### src/rtl/aes_core_arbiter.sv
// Round-robin arbiter/sequencer sharing one AES core between four requesters.
// Latency: grant in cycle 0, core_en from cycle 1, rsp_valid the cycle after core_done (or after abort).
// Backpressure: response held in RESP until rsp_ready; no new grant until that handshake completes.
// Build option: define AES_ARB_TIMEOUT_EN to include the BUSY timeout counter and abort path.
module aes_core_arbiter #(
  parameter int TIMEOUT_CYCLES = 64
) (
  input  logic         clk,
  input  logic         rst,
  input  logic [3:0]   req_valid,
  output logic [3:0]   req_ready,
  input  logic [3:0]   req_decrypt,
  input  logic [511:0] req_key,
  input  logic [511:0] req_data,
  output logic         rsp_valid,
  input  logic         rsp_ready,
  output logic [1:0]   rsp_id,
  output logic [127:0] rsp_data,
  output logic         rsp_error,
  output logic         core_en,
  output logic         core_decrypt,
  output logic [127:0] core_key,
  output logic [127:0] core_state,
  input  logic         core_done,
  input  logic [127:0] core_result
);

  typedef enum logic [1:0] {
    IDLE = 2'd0,
    BUSY = 2'd1,
    RESP = 2'd2
  } state_t;

  // Everything captured from the winning requester at grant time.
  typedef struct packed {
    logic [1:0]   id;
    logic         decrypt;
    logic [127:0] key;
    logic [127:0] data;
  } op_t;

  state_t       state;
  state_t       state_nxt;
  op_t          op_q;
  logic [1:0]   ptr;
  logic         gnt_vld;
  logic [1:0]   gnt_id;
  logic [1:0]   scan_id;
  logic         to_hit;
  logic [127:0] rsp_data_q;

  // The timeout counter is 7 bits wide, so the parameter must stay in 2..127.
  if (TIMEOUT_CYCLES < 2 || TIMEOUT_CYCLES > 127) begin : g_timeout_range
    $error("aes_core_arbiter: TIMEOUT_CYCLES must be in 2..127");
  end

  // Round-robin pick: first valid requester at or above ptr, wrapping modulo 4.
  // Scanning from the far end lets the nearest valid requester overwrite the others.
  always_comb begin
    gnt_vld = 1'b0;
    gnt_id  = ptr;
    scan_id = ptr;
    for (int i = 3; i >= 0; i--) begin
      scan_id = ptr + 2'(i);
      if (req_valid[scan_id]) begin
        gnt_vld = 1'b1;
        gnt_id  = scan_id;
      end
    end
  end

`ifdef AES_ARB_TIMEOUT_EN
  logic [6:0] to_cnt;
  logic       rsp_error_q;

  // Cycles spent in BUSY; restarts from 0 for every operation.
  always_ff @(posedge clk or negedge rst) begin
    if (!rst) begin
      to_cnt <= '0;
    end else if (state == BUSY) begin
      to_cnt <= to_cnt + 7'd1;
    end else begin
      to_cnt <= '0;
    end
  end

  assign to_hit = (to_cnt == 7'(TIMEOUT_CYCLES - 1));

  // Error flag: set by an abort, cleared by a real completion (completion wins a tie).
  always_ff @(posedge clk or negedge rst) begin
    if (!rst) begin
      rsp_error_q <= 1'b0;
    end else if (state == BUSY) begin
      if (core_done) begin
        rsp_error_q <= 1'b0;
      end else if (to_hit) begin
        rsp_error_q <= 1'b1;
      end
    end
  end

  assign rsp_error = rsp_error_q;
`else
  // Without the abort path BUSY only ends on core_done.
  assign to_hit    = 1'b0;
  assign rsp_error = 1'b0;
`endif

  // State register; async reset also drops core_en, which decodes from it.
  always_ff @(posedge clk or negedge rst) begin
    if (!rst) begin
      state <= IDLE;
    end else begin
      state <= state_nxt;
    end
  end

  // Next-state: grant from IDLE, finish or abort in BUSY, wait for the consumer in RESP.
  always_comb begin
    state_nxt = state;
    case (state)
      IDLE:    if (gnt_vld) state_nxt = BUSY;
      BUSY:    if (core_done || to_hit) state_nxt = RESP;
      RESP:    if (rsp_ready) state_nxt = IDLE;
      default: state_nxt = IDLE;
    endcase
  end

  // Output decode; req_ready is gated by rst so it is zero while reset is held.
  always_comb begin
    req_ready = 4'b0000;
    core_en   = 1'b0;
    rsp_valid = 1'b0;
    case (state)
      IDLE:    if (gnt_vld && rst) req_ready = 4'b0001 << gnt_id;
      BUSY:    core_en = 1'b1;
      RESP:    rsp_valid = 1'b1;
      default: ;
    endcase
  end

  // Capture the granted request; it stays put until the next grant.
  always_ff @(posedge clk or negedge rst) begin
    if (!rst) begin
      op_q <= '0;
    end else if (state == IDLE && gnt_vld) begin
      op_q.id      <= gnt_id;
      op_q.decrypt <= req_decrypt[gnt_id];
      op_q.key     <= req_key[gnt_id*128 +: 128];
      op_q.data    <= req_data[gnt_id*128 +: 128];
    end
  end

  // Priority pointer moves past the served requester once its response is taken.
  always_ff @(posedge clk or negedge rst) begin
    if (!rst) begin
      ptr <= 2'd0;
    end else if (state == RESP && rsp_ready) begin
      ptr <= op_q.id + 2'd1;
    end
  end

  // Response data: core result on completion, zero on abort; core_done elsewhere is ignored.
  always_ff @(posedge clk or negedge rst) begin
    if (!rst) begin
      rsp_data_q <= '0;
    end else if (state == BUSY) begin
      if (core_done) begin
        rsp_data_q <= core_result;
      end else if (to_hit) begin
        rsp_data_q <= '0;
      end
    end
  end

  assign rsp_data     = rsp_data_q;
  assign rsp_id       = op_q.id;
  assign core_key     = op_q.key;
  assign core_state   = op_q.data;
  assign core_decrypt = op_q.decrypt;

  // At most one requester is granted, and the core is never enabled while a response waits.
  assert property (@(posedge clk) disable iff (!rst) $onehot0(req_ready));
  assert property (@(posedge clk) disable iff (!rst) rsp_valid |-> !core_en);

endmodule

### config.mk
export PLATFORM = sky130hd
export DESIGN_NAME = aes_core_arbiter
export DESIGN_NICKNAME = d
export VERILOG_FILES = /design/src/rtl/aes_core_arbiter.sv
export SDC_FILE = /design/constraint.sdc
export NUM_CORES = 1
export LEC_CHECK = 0
export CAP_MARGIN = 20
export CORE_AREA = 2 2 604 606
export CTS_CLUSTER_SIZE = 30
export DETAILED_ROUTE_END_ITERATION = 10
export DIE_AREA = 0 0 606 608
export PLACE_DENSITY_LB_ADDON = 0.2
export SLEW_MARGIN = 20
export SYNTH_ARGS = -nofsm -noshare
export SYNTH_HDL_FRONTEND = slang
export SYNTH_SLANG_ARGS = --single-unit
export TNS_END_PERCENT = 1
### constraint.sdc
create_clock -name clk -period 6.7 [get_ports clk]
set_input_delay 1.34 -clock clk [delete_from_list [all_inputs] [get_ports clk]]
set_output_delay 1.34 -clock clk [all_outputs]
set_load 0.01 [all_outputs]
# After elaboration in Yosys (flattened, before gate mapping)
# Index checks and enable logic that the tools add are counted.
[word_totals]
elab_cells = 56
reg_bits = 391
output_inout_bits = 394
in_bits = 1164
[classes]
n_reduce_logical = 6
n_lt_le_gt_ge = 5
shifts = 3
eq_ne = 5
mux = 26
addsub = 4
[ops]
columns = ["operator", "count"]
rows = [
  ["variable part select 512 x 10 -> 128 bit", 2],
  ["less-than comparator 2 x 3 -> 1 bit, second input constant", 5],
  ["two-way mux 2 bit", 7],
  ["two-way mux 1 bit", 11],
  ["binary-select mux 1 bit (select 2 bit)", 5],
  ["two-way mux 4 bit", 2],
  ["inequality test 2 bit, second input constant", 3],
  ["case mux 2 bit (3 select lines)", 1],
  ["adder 2 x 1 -> 2 bit, second input constant", 2],
  ["adder 2 bit, second input constant", 2],
  ["left shift 1 x 2 -> 4 bit, first input constant", 1],
  ["logical AND 1 bit", 3],
  ["AND reduction 3 bit", 1],
  ["equality test 2 x 1 -> 1 bit, second input constant", 1],
  ["equality test 2 bit, second input constant", 1],
  ["logical NOT 2 bit", 1],
  ["AND reduction 2 bit", 1],
]

# Logic depth before layout (Yosys ltp)
# Gate-level depths: netlist (run 1).
[logic_depth]
ltp_word = 10
mapped_depth = 9
ltp_nobuf = 5

# Worst setup path after synthesis (run 1)
# OpenSTA, ideal clock, no wires.
[synth_path]
kind = "in2out"
from = "input req_valid[3]"
to = "output req_ready[2]"
path_slack_ns = 2.595
t_arrival_ns = 2.765
stages = 8
required_ns = 5.360
cell_sequence = "buf_2 > or3_1 > and4b_1 > clkbuf_1 > clkbuf_1 > buf_2 > nor2_1 > nor2_1"
[synth_via]
elab_chain_len = 9
elab_cells_between_ends = 20
[synth_rtl]
columns = ["item", "line_no", "rtl"]
rows = [
  ["start, declared", "10", "input logic [3:0] req_valid,"],
  ["binary-select mux 1 bit (select 2 bit)", "65", "if (req_valid[scan_id]) begin"],
  ["two-way mux 1 bit (not written as such)", "65", ""],
  ["two-way mux 2 bit / two-way mux 1 bit (equally long branches) (4 in series)", "65", ""],
  ["left shift 1 x 2 -> 4 bit / logical AND 1 bit (equally long branches)", "135", "IDLE: if (gnt_vld && rst) req_ready = 4'b0001 << gnt_id;"],
  ["two-way mux 4 bit (*)", "135", ""],
  ["two-way mux 4 bit (*)", "134", "case (state)"],
  ["end, declared", "11", "output logic [3:0] req_ready,"],
]
# Every way passes the cells marked *; elsewhere a longest branch is shown, timed or not. The select of a mux whose other input is x is not followed.

# Worst setup path after layout (run 1)
[layout_path]
from = "input req_valid[3]"
to = "output req_ready[3]"
# Same word-level chain as after synthesis.

==> impl_metrics.json, run 1 <==
{
  "ir_drop_mv": 0.2889,
  "ys.flop_type": "dfrtp_1",
  "cts_setup_buffers": 0,
  "grt_pass1_wl_um": 318800,
  "synth_area_mm2": 0.02194,
  "min_path_type": "flip-flop to flip-flop",
  "cpPeakStageDelay_ns": 0.70,
  "post-route-util": 0.1261,
  "cts.path.max_buffers": 4,
  "slew_headroom": 0.2781,
  "multi_input_area_mm2": 0.01111,
  "nets": 4705,
  "drt_iter0_drc": 1793,
  "postCtsHoldBufs": 0,
  "clkSlewWorstSetupHoldPaths_ns": 0.05,
  "run_status": "completed",
  "hpwl_um": 208800,
  "synth_area_per_cell_um2": 10.48,
  "gr-max-usage-layer": "met2",
  "cts_max_level": 3,
  "ys_warn_count": 0,
  "tightest_slew_ns": 1.072,
  "initial_core_util": 0.06066,
  "num_rows": 221,
  "antenna_found_initial": 135,
  "crit_path_end_kind": "primary output",
  "final-seq-area_mm2": 0.009784,
  "vias": 26260,
  "grt_max_degree": 113,
  "gp_congestion": 0.8864,
  "post_cts_resized": 0,
  "crit_fanout": 33,
  "worstPathArrival_ns": 4.04,
  "wirelength_um": 254900,
  "drive_above_1_share": 0.08764,
  "via_per_inst": 3.122,
  "async_flop_share": 1.000,
  "port_buffers": 1556,
  "path_cells": "clkdlybuf4s50_1 -> nand3b_1 -> and4b_4 -> nor2_1 -> nor2_1 -> clkdlybuf4s50_1",
  "clk_latency_ns": 0.78,
  "route.detailed.drc": 0,
  "setup-tns-final_ns": 0,
  "die-area_mm2": 0.3684,
  "rsz0062_at_grt": "false",
  "hold_viol_final": 0,
  "crit_type": "primary input to primary output",
  "maxSlewViolCount": 0,
  "synth_edf_count": 0,
  "top_level_ports": 1558,
  "power_density_mw_per_mm2": 416.6,
  "synth_cell_types": 33,
  "fmax_ghz": 0.1857,
  "setup_viol": 0,
  "crit_required_ns": 5.36,
  "slowest_stage": "clkdlybuf4s50_1",
  "cts_buffers": 73,
  "grt.met2_usage": 0.2407,
  "met1_usage": 0.1449,
  "leakage_nw": 16.05,
  "overflow": 0,
  "synthCells": 2093,
  "cts_tree": "yes",
  "hold-path-cell-count": 1,
  "syn2layout_area_growth_pct": 107.8,
  "core_mm2": 0.3617,
  "start_kind": "primary input",
  "die_h_um": 608,
  "use_met3": 0.04348,
  "synth_nets": 3257,
  "r2r_cells": 6,
  "cts.sinks": 391,
  "track_usage": 0.1329,
  "finalCritPeriodShare": 0.8036,
  "die_w_um": 606,
  "num-fill-cells": 41160,
  "clock_skew_ns": 0.09140,
  "ys_ff_latch": 391,
  "drv_cap": 0,
  "drtAntennaViolNets": 0,
  "period_needed_ns": 5.384,
  "grt_pass1_vias": 27250,
  "ys_seq_area_frac": 0.4460,
  "wl_per_cell_um": 30.31,
  "first_pass_iters": 5,
  "cts-root-buf": "clkbuf_16"
}
cell families (layout without fill, tap and decap cells):
group                     Yosys count  after routing  share of synthesized area
and+or+nand+nor                   289            289                    0.06695
AOI/OAI and AO/OA                 782            782                     0.2378
buffers and inverters             244           1734                    0.05110
xor gates and xnor gates            1              1                  0.0003993
muxes                             385            385                     0.1976
other                               1             34                  0.0001709
DFF                               391            391                     0.4460
power by group:
group	total (W)	internal, W	switching (W)
Combinational	0.0106	0.00468	0.00591
Clock	0.00392	0.00240	0.00152
Sequential	0.00449	0.00356	0.000924
path summary, 6_finish.rpt:
kind	slack (ns)	start	endpoint
setup reg to reg	3.39	ptr[1]	core_state[121]
max in group asynchronous	4.13	rst	core_state[27]
hold / removal	0.50	rsp_data[50]	rsp_data[50]
hold reg to reg	0.50	rsp_data[50]	rsp_data[50]
min in group asynchronous	0.54	rst	state[1]
setup / recovery	1.32	req_valid[3]	req_ready[3]
metrics by stage:
stage | total power [W] | instance area (um^2) | hold slack [ns] | cells | setup WS [ns]
after floorplan | 0.008535 | 21940 | 0.4631 | 2093 | 2.595
final | 0.01900 | 45600 | 0.5030 | 8410 | 1.316
after detailed placement | 0.01537 | 43170 | 0.4921 | 8260 | 1.289
after CTS | 0.01957 | 45510 | 0.4906 | 8377 | 1.285
after global placement | 0.01542 | 43170 | 0.4863 | 8260 | 1.204
after global routing | 0.02002 | 45530 | 0.5159 | 8385 | 1.197
cell type report:
class,count,share of cell area
Clock inverter,16,0.005351
Antenna cell,33,0.001811
Tap cell,4794,0.1316
Inverter,1,0.00008232
Clock buffer,101,0.04610
Sequential cell,391,0.2146
Timing Repair Buffer,1616,0.3568
Multi-Input combinational cell,1458,0.2437
layer usage:
metal | wire (um) | up-vias
met5 | 502 | -
met4 | 9232 | 74
met3 | 20030 | 377
met2 | 129700 | 1214
met1 | 95420 | 13520
li1 | - | 11070
synthesized netlist by cell type (all sizes together) (2+ instances only):
master	count	share of area
dfrtp	391	0.45
mux2	385	0.20
o21ai	263	0.060
nand3	258	0.059
a21oi	257	0.059
a221o	257	0.12
clkbuf	174	0.030
buf	69	0.021
nand2	9	0.0019
nor2	6	0.0010
nor2b	5	0.0014
nand2b	2	0.00057
nand3b	2	0.00068
or3	2	0.00057
flip-flops by register name, indices dropped and copies added (netlist names):
name	count
core_decrypt	1
core_state	128
ptr	2
rsp_id	2
state	2
core_key	128
rsp_data	128
critical path: cells and delay by family:
kind | cells | cell delay [ns]
buf+inv | 2 | 1.29
simple gates | 4 | 1.39
cell usage in the layout (no fill, tap or decap), drive strengths merged, types with 2 or more instances in the layout:
| cell | count |
|---|---|
| o21ai | 263 |
| inv | 4 |
| nand2 | 9 |
| nand3 | 258 |
| diode | 33 |
| buf | 61 |
| dfrtp | 391 |
| or3 | 2 |
| clkdlybuf4s50 | 1555 |
| nand2b | 2 |
| nor2b | 5 |
| a221o | 257 |
| clkinv | 6 |
| bufinv | 6 |
| a21oi | 257 |
| nand3b | 2 |
| nor2 | 6 |
| mux2 | 385 |
| clkbuf | 101 |
(Power assumes the default switching activity.)
==> run 2, diff against run 1 <==
--- a/config.mk
+++ b/config.mk
@@ -6,10 +6,10 @@
 export NUM_CORES = 1
 export LEC_CHECK = 0
 export CAP_MARGIN = 20
-export CORE_AREA = 2 2 604 606
+export CORE_AREA = 2 2 603 605
 export CTS_CLUSTER_SIZE = 30
 export DETAILED_ROUTE_END_ITERATION = 10
-export DIE_AREA = 0 0 606 608
+export DIE_AREA = 0 0 605 607
 export PLACE_DENSITY_LB_ADDON = 0.2
 export SLEW_MARGIN = 20
 export SYNTH_ARGS = -nofsm -noshare
==> constraint.sdc (replaced) <==
create_clock -name clk -period 5.25 [get_ports clk]
set_input_delay 1.05 -clock clk [delete_from_list [all_inputs] [get_ports clk]]
set_output_delay 1.05 -clock clk [all_outputs]
set_load 0.01 [all_outputs]
==> impl_metrics.json, run 2 (synthesis gave the netlist of run 1 again) <==
{
  "grt_max_degree": 119,
  "rrSetupSlack_ns": 1.89,
  "cts.path.max_buffers": 3,
  "port_buffers": 1556,
  "r2r-start": "ptr[1]",
  "grt_pass1_vias": 27160,
  "final-seq-area_mm2": 0.009784,
  "timing.rr.end": "core_state[83]",
  "crit_family": "buffers and inverters",
  "cts_buffers": 61,
  "power_density_mw_per_mm2": 526.7,
  "crit_required_ns": 4.20,
  "drt_iter0_drc": 1953,
  "cts_setup_buffers": 0,
  "postCtsHoldBufs": 0,
  "drive_above_1_share": 0.08995,
  "multi_input_area_mm2": 0.01111,
  "nets": 4705,
  "p_total_w": 0.02408,
  "min_path_type": "primary input to asynchronous set/reset pin",
  "via_per_inst": 3.182,
  "num_rows": 221,
  "layout_common_cells": "1555 x clkdlybuf4s50_1, 391 x dfrtp_1, 258 x nand3_1",
  "grt_pass1_wl_um": 341100,
  "antenna_found_initial": 225,
  "r2r_cells": 8,
  "crit_top_cell": "clkdlybuf4s50_1",
  "crit_type": "primary input to primary output",
  "wl_per_cell_um": 33.04,
  "hpwl_um": 234300,
  "cts_max_level": 2,
  "setup-tns-final_ns": 0,
  "path_cells": "clkdlybuf4s50_1 -> nor2b_1 -> o21ai_0 -> o211a_1 -> nand3_1 -> nor2_1 -> clkdlybuf4s50_1",
  "cts_tree": "yes",
  "drv_cap": 0,
  "slowest_stage": "clkdlybuf4s50_1",
  "finalCritPeriodShare": 0.8914,
  "run_status": "completed",
  "tightest_slew_ns": 1.413,
  "ir_drop_mv": 0.3664,
  "die_w_um": 605,
  "setup_viol": 0,
  "first_pass_iters": 6,
  "drtAntennaViolNets": 0,
  "finalNonFillerCells": 8459,
  "crit_fanout": 8,
  "route.detailed.drc": 0,
  "gp_congestion": 0.8941,
  "fmax_ghz": 0.2137,
  "clk_latency_ns": 0.77,
  "worstPathArrival_ns": 3.63,
  "track_usage": 0.1450,
  "hold_viol_final": 0,
  "post-route-util": 0.1267,
  "num-fill-cells": 41100,
  "clock_skew_ns": 0.07499,
  "cpPeakStageDelay_ns": 0.74,
  "vias": 26910,
  "die-area_mm2": 0.3672,
  "syn2layout_area_growth_pct": 108.4,
  "initial_core_util": 0.06080,
  "wirelength_um": 279500,
  "start_kind": "primary input",
  "clkSlewWorstSetupHoldPaths_ns": 0.06,
  "post_cts_resized": 0,
  "die_h_um": 607,
  "final_common_cell": "clkdlybuf4s50_1",
  "crit_buf_inv": 2,
  "top_level_ports": 1558,
  "slew_headroom": 0.05781,
  "leakage_nw": 16.07,
  "core_mm2": 0.3609,
  "cts-root-buf": "clkbuf_16",
  "maxSlewViolCount": 0,
  "crit_path_end_kind": "primary output",
  "period_needed_ns": 4.680,
  "rsz0062_at_grt": "false",
  "cts.sinks": 391,
  "overflow": 0,
  "dp_cells": 8272
}
## run 2: cell count changes in the layout (fill, tap and decap cells not counted)
cell	change
buf_12	+9
o21ai_0	+1
o21ai_1	-1
clkbuf_8	+1
clkinv_2	+7
clkbuf_16	-12
buf_4	+3
clkbuf_1	-1
inv_6	-2
clkinv_16	+3
diode_2	+41
## run 2: report_power, final
part / switching, W / internal, W / total (W)
clock network: 0.00193 / 0.00268 / 0.00462
logic: 0.00777 / 0.00608 / 0.0138
registers: 0.00107 / 0.00455 / 0.00562
total: 0.0108 / 0.0133 / 0.0241
## run 2: worst max path at each step
| stage | slack [ns] | startpoint | cells after the start | end |
|---|---|---|---|---|
| after floorplan | 1.72 | req_valid[3] | 8 | req_ready[2] |
| after global placement | 0.48 | req_valid[3] | 7 | req_ready[3] |
| after detailed placement | 0.55 | req_valid[3] | 6 | req_ready[1] |
| after CTS | 0.51 | req_valid[3] | 7 | req_ready[3] |
| after global routing | 0.44 | req_valid[3] | 7 | req_ready[1] |
| final | 0.57 | req_valid[3] | 7 | req_ready[3] |
## run 2: layout make-up
| class | instances | share of cell area |
|---|---|---|
| repair buffers | 1628 | 0.3603 |
| multi-input cells | 1458 | 0.2431 |
| flip-flops and latches | 391 | 0.2140 |
| well taps | 4794 | 0.1312 |
| clock buffers | 89 | 0.03963 |
| clock inverters | 24 | 0.007690 |
| diodes | 74 | 0.004050 |
| inverters | 1 | 0.00008210 |
## run 2: layer usage
layer,part of all wire,vias up,global-route usage
li1,-,11110,-
met1,0.38,13780,0.1620
met2,0.49,1478,0.2522
met3,0.085,471,0.05292
met4,0.038,80,0.05025
met5,0.0019,-,0
## run 2: stage by stage
stage,setup WS [ns],hold slack (ns),area [um^2]
4_1_cts,0.5131,0.1071,45530
6_report,0.5699,0.1742,45720
3_3_place_gp,0.4816,0.4892,43370
3_5_place_dp,0.5512,0.4927,43370
2_1_floorplan,1.725,0.4631,21940
5_1_grt,0.4352,0.1335,45620
==> run 3, diff against run 2 <==
--- a/config.mk
+++ b/config.mk
@@ -10,9 +10,9 @@
 export CTS_CLUSTER_SIZE = 30
 export DETAILED_ROUTE_END_ITERATION = 10
 export DIE_AREA = 0 0 605 607
+export GPL_TIMING_DRIVEN = 1
 export PLACE_DENSITY_LB_ADDON = 0.2
 export SLEW_MARGIN = 20
 export SYNTH_ARGS = -nofsm -noshare
 export SYNTH_HDL_FRONTEND = slang
 export SYNTH_SLANG_ARGS = --single-unit
-export TNS_END_PERCENT = 1
==> results of run 3 <==
Same layout as run 2: the final DEF is identical, and so are final timing and power.
